## src/rtl/iitb_risc_pkg.sv

```systemverilog
// rtl/iitb_risc_pkg.sv - shared IITB-RISC constants, micro-op kinds and the LM/SM mask encoder
package iitb_risc_pkg;

  localparam int DATA_W = 16;
  localparam int NREG   = 8;
  localparam int MASK_W = 8;

  localparam logic [3:0] OP_LM = 4'b0110;
  localparam logic [3:0] OP_SM = 4'b0111;

  typedef enum logic [1:0] {
    UOP_NORM = 2'b00,
    UOP_LM   = 2'b01,
    UOP_SM   = 2'b10
  } uop_kind_e;

  // Index of the lowest set bit; 0 when the mask is empty (callers gate on mask != 0).
  function automatic logic [2:0] lowest_set(input logic [MASK_W-1:0] m);
    lowest_set = 3'd0;
    for (int i = MASK_W - 1; i >= 0; i--) begin
      if (m[i]) lowest_set = 3'(i);
    end
  endfunction

endpackage

```

## src/rtl/rr_stage_lmsm_if.sv

```systemverilog
// rtl/rr_stage_lmsm_if.sv - ID2RR/WB inputs and RR2EX micro-op outputs of the register-read stage
interface rr_stage_lmsm_if;
  import iitb_risc_pkg::*;

  logic              enable;
  logic              flush;
  logic              in_valid;
  logic [3:0]        in_opcode;
  logic [2:0]        in_ra;
  logic [2:0]        in_rb;
  logic [MASK_W-1:0] in_mask;
  logic              wb_wr_en;
  logic [2:0]        wb_a3;
  logic [DATA_W-1:0] wb_d3;

  logic              stall_out;
  logic              uop_valid;
  logic [1:0]        uop_kind;
  logic [2:0]        rf_a1_out;
  logic [2:0]        rf_a2_out;
  logic [DATA_W-1:0] rf_d1_out;
  logic [DATA_W-1:0] rf_d2_out;
  logic [2:0]        uop_reg;
  logic [2:0]        uop_offset;

  modport master (
    output enable, flush, in_valid, in_opcode, in_ra, in_rb, in_mask,
    output wb_wr_en, wb_a3, wb_d3,
    input  stall_out, uop_valid, uop_kind, rf_a1_out, rf_a2_out,
    input  rf_d1_out, rf_d2_out, uop_reg, uop_offset
  );

  modport slave (
    input  enable, flush, in_valid, in_opcode, in_ra, in_rb, in_mask,
    input  wb_wr_en, wb_a3, wb_d3,
    output stall_out, uop_valid, uop_kind, rf_a1_out, rf_a2_out,
    output rf_d1_out, rf_d2_out, uop_reg, uop_offset
  );

endinterface

```

## src/rtl/regfile_8x16_bypass.sv

```systemverilog
// rtl/regfile_8x16_bypass.sv - 8x16 register file, one sync write port, two combinational bypassed reads
module regfile_8x16_bypass
  import iitb_risc_pkg::*;
(
  input  logic              clk,
  input  logic              rst,
  input  logic              wr_en_i,
  input  logic [2:0]        wr_addr_i,
  input  logic [DATA_W-1:0] wr_data_i,
  input  logic [2:0]        rd_addr1_i,
  input  logic [2:0]        rd_addr2_i,
  output logic [DATA_W-1:0] rd_data1_o,
  output logic [DATA_W-1:0] rd_data2_o
);

  logic [DATA_W-1:0] regs_q [NREG];

  always_ff @(posedge clk) begin
    if (rst) begin
      for (int i = 0; i < NREG; i++) regs_q[i] <= '0;
    end else if (wr_en_i) begin
      regs_q[wr_addr_i] <= wr_data_i;
    end
  end

  // A WB write in the same cycle wins over the stored value.
  assign rd_data1_o = (wr_en_i && (wr_addr_i == rd_addr1_i)) ? wr_data_i : regs_q[rd_addr1_i];
  assign rd_data2_o = (wr_en_i && (wr_addr_i == rd_addr2_i)) ? wr_data_i : regs_q[rd_addr2_i];

endmodule

```

## src/rtl/rr_stage_lmsm.sv

```systemverilog
// rtl/rr_stage_lmsm.sv - register-read stage: register file plus LM/SM expansion into per-register micro-ops
module rr_stage_lmsm
  import iitb_risc_pkg::*;
(
  input  logic           clk,
  input  logic           rst,
  rr_stage_lmsm_if.slave bus
);

  localparam logic [0:0] ST_IDLE = 1'b0;
  localparam logic [0:0] ST_SEQ  = 1'b1;

  logic [0:0]        state_q, state_d;
  logic [MASK_W-1:0] rem_mask_q, rem_mask_d;
  logic [2:0]        cnt_q, cnt_d;
  logic [DATA_W-1:0] base_q, base_d;
  logic              kind_sm_q, kind_sm_d;

  logic              is_lmsm;
  logic              is_sm;
  logic              in_seq;
  logic [MASK_W-1:0] cur_mask;
  logic [2:0]        elem_b;
  logic [MASK_W-1:0] elem_onehot;
  logic [MASK_W-1:0] mask_left;
  logic [2:0]        rd_a2;
  logic [DATA_W-1:0] rd_d1;
  logic [DATA_W-1:0] rd_d2;

  logic              uop_valid;
  logic              stall;
  uop_kind_e         uop_kind;
  logic [DATA_W-1:0] d1;
  logic [2:0]        uop_reg;
  logic [2:0]        uop_offset;

  assign is_lmsm     = (bus.in_opcode == OP_LM) || (bus.in_opcode == OP_SM);
  assign is_sm       = (bus.in_opcode == OP_SM);
  assign in_seq      = (state_q == ST_SEQ);
  assign cur_mask    = in_seq ? rem_mask_q : bus.in_mask;
  assign elem_b      = lowest_set(cur_mask);
  assign elem_onehot = MASK_W'(1) << elem_b;
  assign mask_left   = cur_mask & ~elem_onehot;
  assign rd_a2       = (in_seq || is_lmsm) ? elem_b : bus.in_rb;

  regfile_8x16_bypass u_rf (
    .clk        (clk),
    .rst        (rst),
    .wr_en_i    (bus.wb_wr_en),
    .wr_addr_i  (bus.wb_a3),
    .wr_data_i  (bus.wb_d3),
    .rd_addr1_i (bus.in_ra),
    .rd_addr2_i (rd_a2),
    .rd_data1_o (rd_d1),
    .rd_data2_o (rd_d2)
  );

  always_comb begin
    state_d    = state_q;
    rem_mask_d = rem_mask_q;
    cnt_d      = cnt_q;
    base_d     = base_q;
    kind_sm_d  = kind_sm_q;
    uop_valid  = 1'b0;
    stall      = 1'b0;
    uop_kind   = UOP_NORM;
    d1         = rd_d1;
    uop_reg    = 3'd0;
    uop_offset = 3'd0;

    if (in_seq) begin
      // ID2RR keeps presenting the LM/SM, so in_ra is still its base register.
      uop_valid  = 1'b1;
      stall      = 1'b1;
      uop_kind   = kind_sm_q ? UOP_SM : UOP_LM;
      d1         = base_q;
      uop_reg    = elem_b;
      uop_offset = cnt_q;
      if (bus.enable) begin
        rem_mask_d = mask_left;
        cnt_d      = cnt_q + 3'd1;
        if (mask_left == '0) state_d = ST_IDLE;
      end
    end else if (bus.in_valid && is_lmsm) begin
      if (bus.in_mask != '0) begin
        uop_valid = 1'b1;
        stall     = (mask_left != '0);
        uop_kind  = is_sm ? UOP_SM : UOP_LM;
        uop_reg   = elem_b;
        if (bus.enable) begin
          base_d     = rd_d1;
          rem_mask_d = mask_left;
          cnt_d      = 3'd1;
          kind_sm_d  = is_sm;
          if (mask_left != '0) state_d = ST_SEQ;
        end
      end
    end else begin
      uop_valid = bus.in_valid;
    end

    if (bus.flush) begin
      uop_valid  = 1'b0;
      stall      = 1'b0;
      state_d    = ST_IDLE;
      rem_mask_d = '0;
      cnt_d      = 3'd0;
    end

    if (rst) begin
      uop_valid = 1'b0;
      stall     = 1'b0;
    end
  end

  always_ff @(posedge clk) begin
    if (rst) begin
      state_q    <= ST_IDLE;
      rem_mask_q <= '0;
      cnt_q      <= 3'd0;
      base_q     <= '0;
      kind_sm_q  <= 1'b0;
    end else begin
      state_q    <= state_d;
      rem_mask_q <= rem_mask_d;
      cnt_q      <= cnt_d;
      base_q     <= base_d;
      kind_sm_q  <= kind_sm_d;
    end
  end

  assign bus.stall_out  = stall;
  assign bus.uop_valid  = uop_valid;
  assign bus.uop_kind   = uop_kind;
  assign bus.rf_a1_out  = bus.in_ra;
  assign bus.rf_a2_out  = rd_a2;
  assign bus.rf_d1_out  = d1;
  assign bus.rf_d2_out  = rd_d2;
  assign bus.uop_reg    = uop_reg;
  assign bus.uop_offset = uop_offset;

endmodule

```

## src/flat_wrapper.sv

```systemverilog
// flat-port wrapper written by rule: the top's interface ports become plain ports
module rr_stage_lmsm_flat import iitb_risc_pkg::*;
  (clk, rst, bus_enable, bus_flush, bus_in_valid, bus_in_opcode, bus_in_ra, bus_in_rb, bus_in_mask, bus_wb_wr_en, bus_wb_a3, bus_wb_d3, bus_stall_out, bus_uop_valid, bus_uop_kind, bus_rf_a1_out, bus_rf_a2_out, bus_rf_d1_out, bus_rf_d2_out, bus_uop_reg, bus_uop_offset);
  rr_stage_lmsm_if bus_i ();
  input  logic clk;
  input  logic rst;
  input wire logic [$bits(bus_i.enable)-1:0] bus_enable;
  input wire logic [$bits(bus_i.flush)-1:0] bus_flush;
  input wire logic [$bits(bus_i.in_valid)-1:0] bus_in_valid;
  input wire logic [$bits(bus_i.in_opcode)-1:0] bus_in_opcode;
  input wire logic [$bits(bus_i.in_ra)-1:0] bus_in_ra;
  input wire logic [$bits(bus_i.in_rb)-1:0] bus_in_rb;
  input wire logic [$bits(bus_i.in_mask)-1:0] bus_in_mask;
  input wire logic [$bits(bus_i.wb_wr_en)-1:0] bus_wb_wr_en;
  input wire logic [$bits(bus_i.wb_a3)-1:0] bus_wb_a3;
  input wire logic [$bits(bus_i.wb_d3)-1:0] bus_wb_d3;
  output wire logic [$bits(bus_i.stall_out)-1:0] bus_stall_out;
  output wire logic [$bits(bus_i.uop_valid)-1:0] bus_uop_valid;
  output wire logic [$bits(bus_i.uop_kind)-1:0] bus_uop_kind;
  output wire logic [$bits(bus_i.rf_a1_out)-1:0] bus_rf_a1_out;
  output wire logic [$bits(bus_i.rf_a2_out)-1:0] bus_rf_a2_out;
  output wire logic [$bits(bus_i.rf_d1_out)-1:0] bus_rf_d1_out;
  output wire logic [$bits(bus_i.rf_d2_out)-1:0] bus_rf_d2_out;
  output wire logic [$bits(bus_i.uop_reg)-1:0] bus_uop_reg;
  output wire logic [$bits(bus_i.uop_offset)-1:0] bus_uop_offset;
  assign bus_i.enable = bus_enable;
  assign bus_i.flush = bus_flush;
  assign bus_i.in_valid = bus_in_valid;
  assign bus_i.in_opcode = bus_in_opcode;
  assign bus_i.in_ra = bus_in_ra;
  assign bus_i.in_rb = bus_in_rb;
  assign bus_i.in_mask = bus_in_mask;
  assign bus_i.wb_wr_en = bus_wb_wr_en;
  assign bus_i.wb_a3 = bus_wb_a3;
  assign bus_i.wb_d3 = bus_wb_d3;
  assign bus_stall_out = bus_i.stall_out;
  assign bus_uop_valid = bus_i.uop_valid;
  assign bus_uop_kind = bus_i.uop_kind;
  assign bus_rf_a1_out = bus_i.rf_a1_out;
  assign bus_rf_a2_out = bus_i.rf_a2_out;
  assign bus_rf_d1_out = bus_i.rf_d1_out;
  assign bus_rf_d2_out = bus_i.rf_d2_out;
  assign bus_uop_reg = bus_i.uop_reg;
  assign bus_uop_offset = bus_i.uop_offset;
  rr_stage_lmsm u_core (.clk(clk), .rst(rst), .bus(bus_i));
endmodule
```

## config.mk

```make
export PLATFORM = sky130hd
export DESIGN_NAME = rr_stage_lmsm_flat
export DESIGN_NICKNAME = d
export VERILOG_FILES = /design/src/rtl/iitb_risc_pkg.sv /design/src/rtl/rr_stage_lmsm_if.sv /design/src/rtl/regfile_8x16_bypass.sv /design/src/rtl/rr_stage_lmsm.sv /design/src/flat_wrapper.sv
export SDC_FILE = /design/constraint.sdc
export NUM_CORES = 1
export LEC_CHECK = 0
export ABC_AREA = 1
export BUFFER_PORTS_ARGS = -buffer_cell sky130_fd_sc_hd__buf_2
export CORE_MARGIN = 2
export CORE_UTILIZATION = 45
export DETAILED_ROUTE_END_ITERATION = 16
export GPL_TIMING_DRIVEN = 0
export HOLD_SLACK_MARGIN = 0.15
export PLACE_DENSITY = 0.65
export SLEW_MARGIN = 20
export SYNTH_ARGS = -nofsm -noshare
export SYNTH_HDL_FRONTEND = slang
export SYNTH_SLANG_ARGS = --single-unit
```

## constraint.sdc

```tcl
create_clock -name clk -period 3.5 [get_ports clk]
set_input_delay 0.175 -clock clk [delete_from_list [all_inputs] [get_ports clk]]
set_output_delay 0.175 -clock clk [all_outputs]
set_load 0.01 [all_outputs]
```

# Word-level counts from Yosys, hierarchy flattened
# Memory sizes are Yosys's and may differ from the RTL's.
# Index checks and enable logic that the tools add are counted.
dict set report classes {
  add_sub_neg 1
  multipliers 0
  div 0
  order_cmp 0
  n_eq_ne 6
  shifts 1
  mux 56
  bitwise_logic 3
  n_reduce_logical 15
}
# cell n
set op_table {}
lappend op_table {{two-way mux 16 bit} 4}
lappend op_table {{two-way mux 3 bit} 19}
lappend op_table {{two-way mux 8 bit} 5}
lappend op_table {{two-way mux 1 bit} 23}
lappend op_table {{nonzero test 8 bit} 2}
lappend op_table {{OR reduction 16 bit} 1}
lappend op_table {{two-way mux 2 bit} 5}
lappend op_table {{AND 8 bit} 1}
lappend op_table {{== test 4 x 3 -> 1 bit, second input constant} 2}
lappend op_table {{logical NOT 8 bit} 1}
lappend op_table {{inverter 8 bit} 1}
lappend op_table {{AND reduction 4 bit} 2}
lappend op_table {{<< shifter 1 x 3 -> 8 bit, first input constant} 1}
lappend op_table {{== test 3 bit} 2}
lappend op_table {{nonzero test 2 bit} 2}
lappend op_table {{adder 3 x 1 -> 3 bit, second input constant} 1}
lappend op_table {{logical AND 1 bit} 3}
lappend op_table {{!= test 3 bit, second input constant} 1}
lappend op_table {{logical OR 1 bit} 2}
lappend op_table {{!= test 2 bit, second input constant} 1}
lappend op_table {{AND reduction 2 bit} 1}
lappend op_table {{OR reduction 2 bit} 1}
lappend op_table {{inverter 1 bit} 1}
dict set report totals {
  reg_bits 29
  latch_bits 0
  mem_bits_rw 128
  rom_bits 0
  out_inout_bits 48
  wordCells 88
  n_memories 1
}
# name depth word_bits rd rd_ports_with_merged_regs write_ports line
set memory_table {}
lappend memory_table {u_core.u_rf.regs_q 8 16 2 0 8 regfile_8x16_bypass.sv:16} ;# logic [DATA_W-1:0] regs_q [NREG];

# Logic depth before layout (Yosys ltp)
# Gate-level depths: netlist of the first run.
dict set report depth {
  ltp_word 18
  mapped_depth 19
  depth_no_buf 17
}

# Hierarchy
# Synthesis of the first run repeated with hierarchy kept, for this count alone.
dict set report hier_totals {
  hier_cells 1329
  hier_area_um2 9471.6
}
# module n_inst cells_each area_per_inst_um2 seq_area_each_um2
set by_module_without_submodules {}
lappend by_module_without_submodules {regfile_8x16_bypass 1 1057 7768.7 3843.7}
lappend by_module_without_submodules {rr_stage_lmsm 1 272 1702.9 580.6}

# Worst setup path after synthesis of the first run
# No wires, ideal clock.
dict set report synth_timing {
  path_type {register -> output}
  start {reg u_core.state_q (netlist: u_core.in_seq)}
  end {out bus_rf_d2_out[10]}
  arrival_ps 1848
  setup_slack_ps 1477
  stages_incl_launch_ff 18
  path_buffers 2
  cell_sequence {dfxtp_1 -> inv_2 -> buf_6 -> nand2_1 -> o21ai_2 -> nand2_2 -> nor2_4 -> nand2_4 -> nand2_1 -> o21ai_2 -> nand2_1 -> nand3_2 -> nor2_4 -> nand3_4 -> inv_4 -> buf_6 -> nand2_1 -> nand2_1}
}
dict set report synth_via {
  elab_chain_cells 13
}
# element line
set synth_rtl {}
lappend synth_rtl {{from (decl)} rr_stage_lmsm.sv:13} ;# logic [0:0] state_q, state_d;
lappend synth_rtl {{from (signal assigned)} rr_stage_lmsm.sv:124} ;# state_q <= state_d;
lappend synth_rtl {{two-way mux 8 bit} rr_stage_lmsm.sv:40} ;# assign cur_mask = in_seq ? rem_mask_q : bus.in_mask;
lappend synth_rtl {{two-way mux 3 bit (8 in series)} iitb_risc_pkg.sv:21} ;# if (m[i]) lowest_set = 3'(i);
lappend synth_rtl {{two-way mux 3 bit (*)} rr_stage_lmsm.sv:44} ;# assign rd_a2 = (in_seq || is_lmsm) ? elem_b : bus.in_rb;
lappend synth_rtl {{branches (longest 2 deep; another with memory (8 x 16 bit))} n/a}
lappend synth_rtl {{two-way mux 16 bit (*)} regfile_8x16_bypass.sv:28} ;# assign rd_data2_o = (wr_en_i && (wr_addr_i == rd_addr2_i)) ? wr_data_i : regs_q[rd_addr2_i];
lappend synth_rtl {{to (decl)} flat_wrapper.sv:23} ;# output wire logic [$bits(bus_i.rf_d2_out)-1:0] bus_rf_d2_out;
# Every way passes the cells marked *.

# Worst setup path after layout of the first run
dict set report layout_timing {
  start {reg u_core.state_q (netlist: u_core.in_seq)}
  end {out bus_rf_d2_out[6]}
}
# The elaborated chain is that of the path after synthesis.

==> results of run 1 <==
[power breakdown]
group | total, mW | internal (mW) | switching, mW
logic | 0.864 | 0.266 | 0.599
registers | 2.16 | 2.12 | 0.0398
clock network | 1.84 | 1.06 | 0.775
[through the flow]
step                      setup slack (ps)  cell area [sq um]  power [mW]  instances  utilization (%)
final                                243.5              10780       4.861       1643            52.96
after floorplan                       1477               9397       2.714       1251                -
after detailed placement             669.7              10170       3.045       1608            49.94
after CTS                            272.3              10780       4.851       1643            52.95
after global placement               678.5              10170       3.035       1608            49.94
after global routing                 7.851              10780       5.022       1643            52.96
[tightest hold or removal path, cell delays in order]
cell,delay [ps]
buf_2,70
inv_1,50
nand4_1,100
nand2_1,70
o211a_1,100
[metal layers]
metal | share of wire (%) | vias to the layer above | global-route usage, %
met5 | 0 | - | 0
met4 | 2.8 | 0 | 10.90
met3 | 8.3 | 66 | 4.693
met2 | 46 | 428 | 45.74
met1 | 43 | 4191 | 36.80
li1 | - | 4337 | -
[sequential cells by signal (all words and copies together) (netlist names)]
name                count
u_core.in_seq           1
u_core.kind_sm_q        1
u_core.rem_mask_q       8
u_core.cnt_q            3
u_core.u_rf.regs_q    128
u_core.base_q          16
[worst max-delay path by stage]
stage / startpoint / end / cells past startpoint
finish: u_core.in_seq$_SDFF_PP0_ / bus_rf_d2_out[6] / 14
global route: u_core.in_seq$_SDFF_PP0_ / bus_rf_d2_out[4] / 15
CTS: u_core.in_seq$_SDFF_PP0_ / bus_rf_d2_out[3] / 13
detailed placement: rst / u_core.u_rf.regs_q[0][10]$_SDFFCE_PN0P_ / 7
global placement: rst / u_core.u_rf.regs_q[1][9]$_SDFFCE_PN0P_ / 7
floorplan: u_core.in_seq$_SDFF_PP0_ / bus_rf_d2_out[10] / 17
[layout make-up]
cell class                      count  area [sq um]  share of cell area, %
Multi-Input combinational cell    812          3815                  35.38
Clock inverter                     12         105.1                 0.9746
Sequential cell                   157          4424                  41.03
Timing Repair Buffer               90         465.4                  4.316
Clock buffer                       20         478.0                  4.432
Inverter                          200         753.2                  6.985
Tap cell                          270         337.8                  3.133
Buffer                             82         405.4                  3.759
[synth_stat cells (5+ instances only)]
cell / number / share of area, %
edfxtp_1: 128 / 41
buf_1: 11 / 0.44
nand2_1: 182 / 7.3
inv_1: 180 / 7.2
buf_4: 9 / 0.72
buf_2: 8 / 0.43
nand2_2: 5 / 0.33
clkinv_1: 15 / 0.60
nor2_1: 146 / 5.8
o21ai_2: 5 / 0.47
nand3_1: 172 / 9.2
dfxtp_1: 29 / 6.2
o21ai_0: 139 / 7.4
a21oi_1: 122 / 6.5
nand3b_1: 16 / 1.3
buf_6: 7 / 0.84
clkbuf_1: 47 / 1.9
[timing repair]
| item | CTS | global route |
|---|---|---|
| hold endpoints to repair | 11 | 0 |
| hold buffers | 3 | 0 |
| gates resized for setup | 0 | 3 |
| endpoints found under the setup margin | 0 | 2 |
[logic make-up (layout without fill, tap and decap cells)]
family,Yosys count,after routing
adder cells (fa/ha/maj),1,1
AND/OR/NAND/NOR,531,531
flip-flops,157,157
XOR/XNOR,2,2
AO/OA/AOI/OAI,278,278
buffers and inverters,282,404
==> metrics.md, run 1 <==
| Metric | Value |
|---|---|
| Status | completed |
| Reg-to-reg setup timing slack | 1400 ps |
| Worst-path clk slew | 60 ps |
| Max_cap viols | 0 |
| Hold path endpoint | u_core.kind_sm_q$_SDFFE_PP0P_ |
| Reg2reg start | u_core.in_seq$_SDFF_PP0_ |
| CTS tree | built |
| Total Routing Usage GR | 27.80% |
| 1st-iter DRT viols | 932 |
| Synth Area in XOR/XNOR | 0.1864% |
| Total leakage power | 4.880 nW |
| Cells after Synth | 1251 |
| Crit Reg-Reg Endpoint | u_core.rem_mask_q[6]$_SDFFE_PP0P_ |
| Family with the most delay on the worst path | simple AND/OR/NAND/NOR gates |
| Hold Slack | 169.4 ps |
| Hold path cells | 5 |
| Simple-gate share of the synthesized area | 24.90% |
| Row Count | 52 |
| Detailed Routing Iterations Pass 1 | 11 |
| Post-synthesis net count | 1295 |
| Synth-to-layout area growth | 14.77% |
| HP Class | in2reg |
| Largest buffer count on any clock path | 2 |
| I/O Pins | 91 |
| Power per Cell Area | 450.7 mW/mm^2 |
| Gp weighted congestion | 1.002 |
| Initial Util | 46.14% |
| Core Box Area | 0.02036 sq mm |
| Crit share post-route | 93.04% |
| Layout cells sized above 1 | 12.09% |
| First-pass GRT wire length | 46470 um |
| Vias | 9022 |
| Compound-Gate Fraction of Synth Area | 15.38% |
| Most frequent cells in the layout | nand2_1 (182), inv_1 (180), nand3_1 (172) |
| Post-synth EDFFs | 128 |
| Via-to-Cell Ratio | 5.491 |
| ANT cells | 0 |
| Average instance area after synthesis | 7.511 sq um |
| Fmax | 307.1 MHz |
| FF+latch count, synth | 157 |
| IO Port Bufs | 87 |
| Initial antenna violation count | 0 |
| Final min period | 3256 ps |
| Worst endpoint data arrival time | 3080 ps |
| Clock sink total | 157 |
| Final setup TNS | 0 ps |
| Largest net degree at the start of global routing | 17 |
| Nets | 1404 |
| Adder-cell share of the synthesized area | 0.1332% |
| Most used DFF post-synth | edfxtp_1 |
| Asr flop ratio synth | 0% |
| Most used cell, CP | nand2_1 |
| Kind of critical path | reg2out |
| Bufs and invs on worst path | 4 |
| Clock skew | 7.333 ps |
| Slowest stage delay, CP | 580 ps |
| Number of cells on the worst reg-to-reg path | 9 |
| Vias in the first global route | 8603 |
| VDD IR-drop max | 373.0 uV |
| Routed Antenna Nets | 0 |
| WP data required | 3320 ps |
| Worst Setup Start Kind | flop |
| Hold Startpoint | bus_in_opcode[3] |
| Die area | 0.02205 sq mm |
| Most common cell after layout, fill and taps aside | nand2_1 |
| DIE HEIGHT | 148.5 um |
| Yosys Warn Count | 0 |
| Synthesized area | 0.009397 sq mm |
| Maximum net fanout on the critical path | 10 |
| Register area share after synthesis | 47.08% |
| Cell Chain, Critical Path | buf_4, nand2_1, nand2_1, nand3_1, inv_1, nand2_1, nand2_4, nand2_1, o21ai_2, clkbuf_1, nand3_1, nand3_1, nand2_1, buf_2 |
| Final hold violations | 0 |
| Post-CTS Setup Bufs | 0 |
| HPWL after DPL | 22760 um |
| GRT overflow | 0 |
| H-tree Lvls | 4 |
| Total Routed Length | 30460 um |
| Synth unique cells | 38 |
| Root buffer cell | clkbuf_16 |
| Largest family of logic cells by synthesized area | simple AND/OR/NAND/NOR gates |
| Wirelength per Cell | 18.54 um |
| Layout fillers | 2033 |
| Clk_lat worst skew | 430 ps |
| Worst slew pin tran | 842.4 ps |
| Die width | 148.5 um |
| Critical Path Slowest Stage Cell | clkbuf_1 |
| Count of final setup violators | 0 |
| DR DRC count | 0 |
| Worst relative slew slack | 43.71% |
| Num CTS Buffers | 17 |
| CP endpoint kind | output port |
| Mux contribution to synthesized area | 0% |
| RSZ-0062 raised after global routing | false |
| Max-slew violations | 0 |
Power figures use the tool's default switching activity.
==> inputs of run 2 (changes only) <==
Settings changed: SYNTH_HIERARCHICAL from default to 1.
==> run 2 against run 1 <==
- cell count is 5.1% higher
- sequential power hardly changed
- global-route usage is 0.56 points higher
- worst setup slack lost 83 ps
- final area is 1.1% higher
- combinational power rose by 6.9%
- total power fell by 0.13%
- largest power group unchanged
- utilization decreased by 0.59 points
- highest routed layer unchanged
- sequential share of layout area decreased by 0.44 points
- wire length up 2.8%
==> metrics.md, run 2 <==
| Metric | Value |
|---|---|
| DR DRC count | 0 |
| Worst relative slew slack | 39.07% |
| H-tree Lvls | 4 |
| Met1 wire length | 13360 um |
| Register area share after synthesis | 46.71% |
| Cells after Synth | 1329 |
| Core Box Area | 0.02082 sq mm |
| HPWL after DPL | 22660 um |
| FF+latch count, synth | 157 |
| VDD IR-drop max | 277.3 uV |
| Top Metal Used | met4 |
| Total Routed Length | 31310 um |
| Post-synthesis net count | 1373 |
| Clk_lat worst skew | 430 ps |
| Yosys Warn Count | 6 |
| Layout fillers | 2048 |
| Worst endpoint data arrival time | 3160 ps |
| DIE HEIGHT | 149.1 um |
| Power per Cell Area | 445.2 mW/mm^2 |
| Post-synth EDFFs | 128 |
| Maximum net fanout on the critical path | 10 |
| Die area | 0.02222 sq mm |
| Most common cell in the netlist | nand2_1 |
| IO Port Bufs | 88 |
| Crit Reg-Reg Endpoint | u_core/kind_sm_q$_SDFFE_PP0P_ |
| Average instance area after synthesis | 7.127 sq um |
| ANT cells | 0 |
| Post-route insts no fill | 1727 |
| Reg2reg start | u_core/in_seq$_SDFF_PP0_ |
| Worst-path clk slew | 70 ps |
| Synth-to-layout area growth | 15.13% |
| 1st-iter DRT viols | 1190 |
| Synth unique cells | 32 |
| Worst setup path start | u_core/in_seq$_SDFF_PP0_ |
| Setup crit end | bus_rf_d2_out[7] |
| Largest net degree at the start of global routing | 17 |
| Total Routing Usage GR | 28.36% |
| Most used DFF post-synth | edfxtp_1 |
| Vias | 9304 |
| CP endpoint kind | output port |
| I/O Pins | 91 |
| Reg-to-reg setup timing slack | 1310 ps |
| First-pass GRT wire length | 47270 um |
| Nets | 1485 |
| Total leakage power | 5.298 nW |
| Status | completed |
| Post-synth top area cell | edfxtp_1 |
| Gp weighted congestion | 0.9687 |
| Worst slew pin tran | 911.7 ps |
| Asr flop ratio synth | 0% |
| Synth area leaders | edfxtp_1 (41%), nand2_1 (16%), nand3_1 (12%), inv_1 (7.2%), dfxtp_1 (6.1%) |
| Detailed Routing Iterations Pass 1 | 6 |
| Kind of critical path | reg2out |
| Max_cap viols | 0 |
| Initial Util | 45.49% |
| Final hold violations | 0 |
| Max-slew violations | 0 |
| Inst Count DP | 1692 |
| Largest register by flop count | u_core/u_rf/regs_q |
| Layout cells sized above 1 | 14.67% |
| Wirelength per Cell | 18.13 um |
| Count of final setup violators | 0 |
| Top cell type's share of synthesized area | 40.58% |
| Met2 WL | 14310 um |
| Crit share post-route | 95.42% |
| Final min period | 3340 ps |
| CTS tree | built |
| Number of cells on the worst reg-to-reg path | 8 |
| Clock skew | 7.802 ps |
| Final core occ | 52.37% |
| Total Power | 4.854 mW |
| GRT overflow | 0 |
| Root buffer cell | clkbuf_16 |
| Row Count | 53 |
| Most frequent cells in the layout | nand2_1 (412), nand3_1 (231), inv_1 (181) |
| Via-to-Cell Ratio | 5.387 |
| WP data required | 3320 ps |
| Num CTS Buffers | 17 |
| Initial antenna violation count | 0 |
| DP Area | 0.01026 sq mm |
| Die width | 149.1 um |
| Final instance area | 0.01090 sq mm |
| Clock sink total | 157 |
| Largest register FFs | 128 |
| DR WL met3 | 2902 um |
| Synthesized area | 0.009472 sq mm |
| Worst Setup Start Kind | flop |
| Most frequent cells after synthesis | nand2_1 (413), nand3_1 (231), inv_1 (181) |
| HP Class | in2reg |
| Routed Antenna Nets | 0 |
| Most common cell after layout, fill and taps aside | nand2_1 |
| Biggest regs | u_core/u_rf/regs_q (128), u_core/base_q (16), u_core/rem_mask_q (8) |
| Vias in the first global route | 8535 |
| Fmax | 299.4 MHz |
| Largest buffer count on any clock path | 2 |
[run 2: layout make-up]
type	instances	area [sq um]	area share, %
sequential	157	4425	40.59
multi-input combinational	904	3933	36.06
inverter	195	738.2	6.770
timing repair buffer	93	488.0	4.475
clock buffer	17	425.4	3.901
buffer	73	424.2	3.890
tap	275	344.1	3.155
clock inverter	13	126.4	1.159
[run 2: per-stage QoR]
stage / setup WS [ps] / hold WS, ps / setup TNS, ps
global placement: 53.33 / 411.0 / 0
floorplan: 807.1 / 244.1 / 0
finish: 160.4 / 193.1 / 0
CTS: 6.631 / 179.7 / 0
global route: -7.662 / 199.5 / -11.63
detailed placement: 64.28 / 404.8 / 0
[run 2: worst min path at each step]
stage	start	to	slack, ps	depth (start not counted)
after global routing	bus_in_valid	u_core/in_seq$_SDFF_PP0_	200	5
after global placement	rst	u_core/kind_sm_q$_SDFFE_PP0P_	410	2
after CTS	bus_in_mask[7]	u_core/rem_mask_q[7]$_SDFFE_PP0P_	180	5
after floorplan	rst	u_core/kind_sm_q$_SDFFE_PP0P_	240	1
final	bus_in_mask[7]	u_core/rem_mask_q[7]$_SDFFE_PP0P_	190	5
after detailed placement	rst	u_core/kind_sm_q$_SDFFE_PP0P_	400	2
[run 2: routing by layer]
metal,GRT usage [%],vias to the layer above
li1,-,4423
met1,39.03,4336
met2,44.93,482
met3,5.963,63
met4,9.095,0
met5,0,-
[run 2: critical path: stages (launching register included)]
cell and delay, ps:
dfxtp_2 360, inv_1 90, buf_6 140, nand2_1 70, nand2_1 100, nand2_1 70
nand2_1 50, nand2_1 50, nand2_1 50, nand2_1 90, nand2_2 130, nand2_1 130
o21ai_4 260, buf_6 190, clkbuf_4 240, nand2_1 70, nand3_1 90, nand3_1 180
nand3_1 150, nand2_1 70, buf_2 140
[run 2: kinds of logic after synthesis]
group	share of synthesized area, %
AND/OR/NAND/NOR	36.97
buffers and inverters	11.94
flip-flops	46.71
AO/OA/AOI/OAI	4.148
XOR/XNOR	0.09249
adder cells (fa/ha/maj)	0.1321
[run 2: where the power goes]
| group | switching, mW | internal (mW) |
|---|---|---|
| sequential | 0.0283 | 2.12 |
| combinational | 0.647 | 0.278 |
| clock | 0.751 | 1.03 |
| total | 1.43 | 3.43 |
[run 2: what timing repair did]
| action | CTS | global route |
|---|---|---|
| endpoints found under the hold margin | 14 | 0 |
| gates resized for setup | 8 | 26 |
| pin swaps | 0 | 1 |
| hold buffers | 4 | 0 |
| cloned | 0 | 0 |
| setup endpoints to repair | 16 | 16 |
| setup buffers | 0 | 1 |
